[src/rtl/cim_ctrl_pkg.sv]
// Shared types, mode encodings and width helpers for the compute-in-memory array sequencer.
package cim_ctrl_pkg;

   typedef enum logic [1:0] {
      IDLE  = 2'd0,
      WRITE = 2'd1,
      DRIVE = 2'd2,
      OUT   = 2'd3
   } cim_state_e;

   localparam logic WE_SHIFT  = 1'b0;
   localparam logic WE_XNOR   = 1'b1;
   localparam logic CE_INJECT = 1'b0;
   localparam logic CE_CHAIN  = 1'b1;

   function automatic int unsigned rw_f(input int unsigned rows);
      return (rows > 1) ? $clog2(rows) : 1;
   endfunction

   function automatic int unsigned sw_f(input int unsigned cols);
      return $clog2(cols + 1);
   endfunction

   function automatic int unsigned cnt_w_f(input int unsigned max_val);
      return (max_val > 0) ? $clog2(max_val + 1) : 1;
   endfunction

endpackage

[src/rtl/cim_array_ctrl_if.sv]
// Host-side bundle: weight-write request, compute request, per-row result stream and busy flag.
interface cim_array_ctrl_if
   import cim_ctrl_pkg::*;
#(
   parameter int unsigned ROWS = 8,
   parameter int unsigned COLS = 16
) ();
   localparam int unsigned RW = rw_f(ROWS);
   localparam int unsigned SW = sw_f(COLS);

   logic          W_VALID;
   logic          W_READY;
   logic [RW-1:0] W_ROW;
   logic [COLS-1:0] W_DATA;
   logic          W_ERR;
   logic          X_VALID;
   logic          X_READY;
   logic [COLS-1:0] X_DATA;
   logic          Y_VALID;
   logic          Y_READY;
   logic [RW-1:0] Y_ROW;
   logic [SW:0]   Y_DATA;
   logic          BUSY;

   modport master (
      output W_VALID, W_ROW, W_DATA, X_VALID, X_DATA, Y_READY,
      input  W_READY, W_ERR, X_READY, Y_VALID, Y_ROW, Y_DATA, BUSY
   );

   modport slave (
      input  W_VALID, W_ROW, W_DATA, X_VALID, X_DATA, Y_READY,
      output W_READY, W_ERR, X_READY, Y_VALID, Y_ROW, Y_DATA, BUSY
   );

endinterface

[src/rtl/cim_array_ctrl_timer.sv]
// Loadable down-counter; done is registered and stays high once the count reaches zero.
module cim_cycle_timer #(
   parameter int unsigned W = 1
) (
   input  logic         clk_i,
   input  logic         rst_i,
   input  logic         load_i,
   input  logic [W-1:0] load_val_i,
   output logic         done_o
);

   logic [W-1:0] cnt_q, cnt_d;
   logic         done_q, done_d;

   always_comb begin
      cnt_d  = cnt_q;
      done_d = done_q;
      if (load_i) begin
         cnt_d  = load_val_i;
         done_d = (load_val_i == '0);
      end else if (cnt_q != '0) begin
         cnt_d  = cnt_q - W'(1);
         done_d = (cnt_q == W'(1));
      end
   end

   always_ff @(posedge clk_i) begin
      if (rst_i) begin
         cnt_q  <= '0;
         done_q <= 1'b0;
      end else begin
         cnt_q  <= cnt_d;
         done_q <= done_d;
      end
   end

   assign done_o = done_q;

endmodule

[src/rtl/cim_array_ctrl.sv]
// Sequences weight writes and row-by-row binary dot products onto a shared-bit-line CIM array.
module cim_array_ctrl
   import cim_ctrl_pkg::*;
#(
   parameter int unsigned ROWS     = 8,
   parameter int unsigned COLS     = 16,
   parameter int unsigned WL_PULSE = 2,
   parameter int unsigned SETTLE   = 1
) (
   input  logic                    CLK,
   input  logic                    RST,
   cim_array_ctrl_if.slave         host,
   input  logic [sw_f(COLS)-1:0]   ARR_SUM,
   output logic [ROWS-1:0]         WL,
   output logic [ROWS-1:0]         RSEL,
   output logic [COLS-1:0]         BL,
   output logic                    WE,
   output logic                    CE
);

   localparam int unsigned RW   = rw_f(ROWS);
   localparam int unsigned SW   = sw_f(COLS);
   localparam int unsigned YW   = SW + 1;
   localparam int unsigned TMAX = ((WL_PULSE - 1) > SETTLE) ? (WL_PULSE - 1) : SETTLE;
   localparam int unsigned TW   = cnt_w_f(TMAX);

   cim_state_e      state_q;
   logic [RW-1:0]   row_q;
   logic [COLS-1:0] data_q;
   logic [ROWS-1:0] wl_q, rsel_q;
   logic [COLS-1:0] bl_q;
   logic            we_q, ce_q;
   logic            y_valid_q, w_err_q, busy_q;
   logic [YW-1:0]   y_data_q;
   logic [RW-1:0]   y_row_q;

   logic            w_row_ok_c, last_row_c, tmr_load_c, tmr_done;
   logic [RW-1:0]   row_nxt_c;
   logic [TW-1:0]   tmr_val_c;

   assign w_row_ok_c = (32'(host.W_ROW) < ROWS);
   assign last_row_c = (row_q == RW'(ROWS - 1));
   assign row_nxt_c  = row_q + RW'(1);

   // The one timer is reloaded on every entry into WRITE or DRIVE.
   assign tmr_load_c = ((state_q == IDLE) && host.W_VALID && w_row_ok_c)
                     || ((state_q == IDLE) && !host.W_VALID && host.X_VALID)
                     || ((state_q == OUT) && host.Y_READY && !last_row_c);
   assign tmr_val_c  = ((state_q == IDLE) && host.W_VALID) ? TW'(WL_PULSE - 1) : TW'(SETTLE);

   cim_cycle_timer #(.W(TW)) u_timer (
      .clk_i      (CLK),
      .rst_i      (RST),
      .load_i     (tmr_load_c),
      .load_val_i (tmr_val_c),
      .done_o     (tmr_done)
   );

   always_ff @(posedge CLK) begin
      if (RST) begin
         state_q   <= IDLE;
         row_q     <= '0;
         data_q    <= '0;
         wl_q      <= '0;
         rsel_q    <= '0;
         bl_q      <= '0;
         we_q      <= WE_SHIFT;
         ce_q      <= CE_INJECT;
         y_valid_q <= 1'b0;
         y_data_q  <= '0;
         y_row_q   <= '0;
         w_err_q   <= 1'b0;
         busy_q    <= 1'b0;
      end else begin
         w_err_q <= 1'b0;
         case (state_q)
            IDLE: begin
               // A pending write always wins over a simultaneous compute request.
               if (host.W_VALID) begin
                  if (w_row_ok_c) begin
                     state_q <= WRITE;
                     wl_q    <= ROWS'(1) << host.W_ROW;
                     bl_q    <= host.W_DATA;
                     we_q    <= WE_SHIFT;
                     ce_q    <= CE_INJECT;
                     busy_q  <= 1'b1;
                  end else begin
                     w_err_q <= 1'b1;
                  end
               end else if (host.X_VALID) begin
                  state_q <= DRIVE;
                  row_q   <= '0;
                  data_q  <= host.X_DATA;
                  rsel_q  <= ROWS'(1);
                  bl_q    <= host.X_DATA;
                  we_q    <= WE_XNOR;
                  ce_q    <= CE_CHAIN;
                  busy_q  <= 1'b1;
               end
            end
            WRITE: begin
               if (tmr_done) begin
                  state_q <= IDLE;
                  wl_q    <= '0;
                  bl_q    <= '0;
                  busy_q  <= 1'b0;
               end
            end
            DRIVE: begin
               if (tmr_done) begin
                  state_q   <= OUT;
                  y_data_q  <= YW'({ARR_SUM, 1'b0}) - YW'(COLS);
                  y_row_q   <= row_q;
                  y_valid_q <= 1'b1;
                  rsel_q    <= '0;
                  bl_q      <= '0;
                  we_q      <= WE_SHIFT;
                  ce_q      <= CE_INJECT;
               end
            end
            OUT: begin
               if (host.Y_READY) begin
                  y_valid_q <= 1'b0;
                  if (last_row_c) begin
                     state_q <= IDLE;
                     busy_q  <= 1'b0;
                  end else begin
                     state_q <= DRIVE;
                     row_q   <= row_nxt_c;
                     rsel_q  <= ROWS'(1) << row_nxt_c;
                     bl_q    <= data_q;
                     we_q    <= WE_XNOR;
                     ce_q    <= CE_CHAIN;
                  end
               end
            end
         endcase
      end
   end

   // Ready is suppressed combinationally while reset is held.
   assign host.W_READY = (state_q == IDLE) && !RST;
   assign host.X_READY = (state_q == IDLE) && !RST;
   assign host.W_ERR   = w_err_q;
   assign host.Y_VALID = y_valid_q;
   assign host.Y_DATA  = y_data_q;
   assign host.Y_ROW   = y_row_q;
   assign host.BUSY    = busy_q;

   assign WL   = wl_q;
   assign RSEL = rsel_q;
   assign BL   = bl_q;
   assign WE   = we_q;
   assign CE   = ce_q;

endmodule

[src/flat_wrapper.sv]
// flat-port wrapper written by rule: the top's interface ports become plain ports
module cim_array_ctrl_flat import cim_ctrl_pkg::*;
#(
   parameter int unsigned ROWS     = 8,
   parameter int unsigned COLS     = 16,
   parameter int unsigned WL_PULSE = 2,
   parameter int unsigned SETTLE   = 1
)
  (CLK, RST, ARR_SUM, WL, RSEL, BL, WE, CE, host_W_VALID, host_W_ROW, host_W_DATA, host_X_VALID, host_X_DATA, host_Y_READY, host_W_READY, host_W_ERR, host_X_READY, host_Y_VALID, host_Y_ROW, host_Y_DATA, host_BUSY);
  cim_array_ctrl_if #(.ROWS(ROWS), .COLS(COLS)) host_i ();
  input  logic CLK;
  input  logic RST;
  input  logic [sw_f(COLS)-1:0] ARR_SUM;
  output logic [ROWS-1:0] WL;
  output logic [ROWS-1:0] RSEL;
  output logic [COLS-1:0] BL;
  output logic WE;
  output logic CE;
  input wire logic [$bits(host_i.W_VALID)-1:0] host_W_VALID;
  input wire logic [$bits(host_i.W_ROW)-1:0] host_W_ROW;
  input wire logic [$bits(host_i.W_DATA)-1:0] host_W_DATA;
  input wire logic [$bits(host_i.X_VALID)-1:0] host_X_VALID;
  input wire logic [$bits(host_i.X_DATA)-1:0] host_X_DATA;
  input wire logic [$bits(host_i.Y_READY)-1:0] host_Y_READY;
  output wire logic [$bits(host_i.W_READY)-1:0] host_W_READY;
  output wire logic [$bits(host_i.W_ERR)-1:0] host_W_ERR;
  output wire logic [$bits(host_i.X_READY)-1:0] host_X_READY;
  output wire logic [$bits(host_i.Y_VALID)-1:0] host_Y_VALID;
  output wire logic [$bits(host_i.Y_ROW)-1:0] host_Y_ROW;
  output wire logic [$bits(host_i.Y_DATA)-1:0] host_Y_DATA;
  output wire logic [$bits(host_i.BUSY)-1:0] host_BUSY;
  assign host_i.W_VALID = host_W_VALID;
  assign host_i.W_ROW = host_W_ROW;
  assign host_i.W_DATA = host_W_DATA;
  assign host_i.X_VALID = host_X_VALID;
  assign host_i.X_DATA = host_X_DATA;
  assign host_i.Y_READY = host_Y_READY;
  assign host_W_READY = host_i.W_READY;
  assign host_W_ERR = host_i.W_ERR;
  assign host_X_READY = host_i.X_READY;
  assign host_Y_VALID = host_i.Y_VALID;
  assign host_Y_ROW = host_i.Y_ROW;
  assign host_Y_DATA = host_i.Y_DATA;
  assign host_BUSY = host_i.BUSY;
  cim_array_ctrl #(.ROWS(ROWS), .COLS(COLS), .WL_PULSE(WL_PULSE), .SETTLE(SETTLE)) u_core (.CLK(CLK), .RST(RST), .host(host_i), .ARR_SUM(ARR_SUM), .WL(WL), .RSEL(RSEL), .BL(BL), .WE(WE), .CE(CE));
endmodule
[config.mk]
export PLATFORM = sky130hd
export DESIGN_NAME = cim_array_ctrl_flat
export DESIGN_NICKNAME = d
export VERILOG_FILES = /design/src/rtl/cim_ctrl_pkg.sv /design/src/rtl/cim_array_ctrl_if.sv /design/src/rtl/cim_array_ctrl_timer.sv /design/src/rtl/cim_array_ctrl.sv /design/src/flat_wrapper.sv
export SDC_FILE = /design/constraint.sdc
export NUM_CORES = 1
export LEC_CHECK = 0
export BUFFER_PORTS_ARGS = -buffer_cell sky130_fd_sc_hd__buf_2
export CORE_MARGIN = 10
export CORE_UTILIZATION = 47
export CTS_CLUSTER_SIZE = 25
export DETAILED_ROUTE_END_ITERATION = 6
export HOLD_SLACK_MARGIN = 0.1
export PLACE_DENSITY = 0.85
export SLEW_MARGIN = 10
export SYNTH_ARGS = -nofsm -noshare
export SYNTH_HDL_FRONTEND = slang
export SYNTH_SLANG_ARGS = --single-unit
[constraint.sdc]
create_clock -name CLK -period 2.11 [get_ports CLK]
set_input_delay 0.211 -clock CLK [delete_from_list [all_inputs] [get_ports CLK]]
set_output_delay 0.211 -clock CLK [all_outputs]
set_load 0.05 [all_outputs]
==> flow_summary_export.csv <==
group,metric,value,unit
route,drc,0,
die,die_height,104.1,µm
cts,cts_root_buffer,"clkbuf_8",
cells_and_area,n_antenna_cell,0,
route,wl_per_cell,15.08,µm
route,dr.pass1.iters,4,
setup_path,cp.required,2.37,ns
logic_synthesis,ys_ff_latch,66,
setup_path,arrival,2.28,ns
route,drt_iter0_drc,170,
run_status,status,"finished, final reports clean",
logic_synthesis,synth_top_area_share,39.77,%
place,dpl_cell_area,3892,µm²
route,ant_nets,0,
place,io_buffers,90,
logic_synthesis,synthFlopType,"dfxtp_1",
timing,min_period,2.020,ns
logic_synthesis,synth_xor_area_share,0.7910,%
setup_path,cp-start-kind,"flip-flop",
cells_and_area,synthToLayoutAreaGrowth,26.18,%
logic_synthesis,yosysTopAreaCell,"dfxtp_1",
grt,overflow,0,
timing,slew-limit-headroom,66.40,%
timing,tns,0,ns
logic_synthesis,yosysWarningCount,0,
setup_path,slowest_stage,"or4_1",
cells_and_area,fin_area,4192,µm²
route,routed_wl,9.035,mm
setup_path,max_stage_delay,0.53,ns
cts,cts_buffers,9,
place,place_congestion,0.9369,
cells_and_area,final_common_cell,"buf_2",
logic_synthesis,synth_compound_area_share,18.15,%
die,die_w,104.1,µm
timing,setup_violations,0,
logic_synthesis,synth_area_per_cell,8.102,µm²
logic_synthesis,synthArstFlopShare,0,%
cts,cts.sinks,66,
timing,clock.fmax,494.9,MHz
logic_synthesis,syn-cell-area,3322,µm²
setup_path,cp_max_fo,6,
timing,fin_skew,0.009561,ns
setup_path,cp_cell_sequence,"inv_2 > ha_2 > nor2b_2 > or3_4 > or4_1 > a21oi_1",
grt,grt_pass1_wl,15.00,mm
cts,htree_levels,3,
cells_and_area,layout.cells.most_common_list,"88 x buf_2, 70 x nand2_1, 64 x dfxtp_1, 52 x a21oi_1, 49 x nor2_1",
timing,slew_violations,0,
cts,clock_path_buffers,2,
place,dp_hpwl,6.575,mm
route,viasPerCell,5.314,
logic_synthesis,synth_cell_types,43,
cells_and_area,fillers,607,
logic_synthesis,synth_edf_count,0,
logic_synthesis,synth_top_family_by_area,"simple AND/OR/NAND/NOR gates",
logic_synthesis,synth-simple-area-share,21.58,%
die,io_pins,93,
cts,cts.clk_slew.worst_paths,0.07,ns
timing,finalCritPeriodShare,95.76,%
cells_and_area,fin_nets,556,
cells_and_area,drive_above_1_share,32.41,%
power,power_density,1239,nW/µm²
hold_path,hold_path_class,"primary input to flip-flop",
die,initial_core_util,48.63,%
timing,hold_violations,0,
route,vias,3183,
die,rows,30,
logic_synthesis,yosys-mux-area-fraction,8.776,%
cts,cts_tree,"yes",
grt,grt_use_total,16.16,%
run,drv_cap,0,
timing,worst_slew_pin_slew,0.5039,ns
logic_synthesis,yosysSeqAreaShare,39.77,%
die,core_area,6832,µm²
logic_synthesis,synth_area_leaders,"dfxtp_1 40%, a21oi_1 8.3%, nand2_1 7.9%, mux2_2 5.8%, nor2_1 5.5%",
logic_synthesis,syn_inst,410,
setup_path,crit_path_end_kind,"flip-flop",
grt,grt_max_degree,33,
timing,rsz0062_at_grt,"no",
cts,post_cts_buffers,0,
grt,first_global_vias,3211,
power,vdd_drop_max,672.8,µV
grt,antenna_found_initial,0,
die,die-area,10830,µm²
logic_synthesis,synthAdderAreaFrac,4.896,%
power,p_leak,1.773,nW
cts,insertion_delay,0.34,ns
setup_path,critical_path_class,"flip-flop to flip-flop",
## cell type report
type / instances / area (µm²) / area share, %
Clock inverter: 6 / 90.09 / 2.149
Inverter: 8 / 30.03 / 0.7164
Sequential cell: 66 / 1326 / 31.64
Clock buffer: 10 / 127.6 / 3.045
Timing Repair Buffer: 110 / 631.9 / 15.07
Multi-Input combinational cell: 303 / 1866 / 44.51
Tap cell: 96 / 120.1 / 2.866
## synthesized netlist by cell type, drive strengths merged, types with 2 or more instances
master,count
a211oi,19
a21oi,55
a221o,2
and2,2
buf,14
clkbuf,21
dfxtp,66
ha,13
inv,8
mux2,17
mux2i,10
nand2,70
nand2b,5
nand4,3
nor2,49
nor2b,6
nor3,7
nor4,3
o211ai,3
o21ai,11
or3,3
or4,6
xnor2,2
## stage by stage
stage	hold WS [ns]	power [mW]	utilization, %	worst slack [ns]	std cells
final	0.1170	5.193	61.36	0.08952	599
after global routing	0.1114	5.503	61.36	0.02304	599
after CTS	0.1032	5.158	60.62	-0.01057	598
after detailed placement	0.4316	3.952	56.98	-0.04098	581
after global placement	0.4218	3.894	56.98	0.08959	581
after floorplan	0.3072	3.367	-	0.03979	411
## worst max-delay path: cells and delay by family, from the launching register on
kind / cells / cell delay [ns]
flops: 1 / 0.37
simple gates: 3 / 1.14
fa+ha+maj: 1 / 0.20
compound gates: 1 / 0.17
buf+inv: 1 / 0.07
## state kept, by name, summed over array words and instances (netlist names)
signal                 cells
u_core.u_timer.cnt_q       1
u_core.state_q             2
u_core.host.BUSY           1
u_core.WE                  1
u_core.host.Y_DATA         5
u_core.BL                 16
u_core.host.Y_VALID        1
u_core.data_q             16
u_core.row_q               3
u_core.u_timer.done_o      1
u_core.RSEL                8
u_core.host.Y_ROW          3
u_core.WL                  8
## kinds of logic (layout without fill, tap and decap cells)
logic type | Yosys count | in the layout
and+or+nand+nor | 159 | 160
other | 1 | 2
xor gates and xnor gates | 3 | 3
DFF | 66 | 66
buffers and inverters | 43 | 134
muxes | 27 | 27
adders and majority gates | 13 | 13
AOI/OAI and AO/OA | 98 | 98
## per-layer routing
metal | track usage (%) | vias up | wire length, µm
met5 | 0 | - | 0
met4 | 5.169 | 0 | 104
met3 | 5.390 | 12 | 738
met2 | 26.94 | 122 | 4322
met1 | 19.06 | 1457 | 3870
li1 | - | 1592 | -
## power by group
part / internal [mW] / switching, mW / leakage (nW) / total, mW
sequential: 1.46 / 0.119 / 0.540 / 1.58
clock: 0.670 / 0.490 / 0.107 / 1.16
combinational: 0.850 / 1.60 / 1.13 / 2.45
## path summary, 6_finish.rpt
check | from | slack (ns) | endpoint | cells past startpoint
worst min register to register | u_core.host.Y_ROW[0] | 0.45 | u_core.host.Y_ROW[0] | 2
worst max register to register | u_core.state_q[0] | 0.09 | u_core.RSEL[3] | 6
worst max-delay path | u_core.state_q[0] | 0.09 | u_core.RSEL[3] | 6
worst min-delay path | ARR_SUM[1] | 0.12 | u_core.host.Y_DATA[2] | 3
## timing repair
item	4_1_cts	5_1_grt
pin swaps	0	1
endpoints found under the hold margin	1	0
gates resized for setup	8	14
endpoints found under the setup margin	27	30
cloned	0	1
hold buffers	1	0
Note: power is estimated with default switching activity, not from simulation.
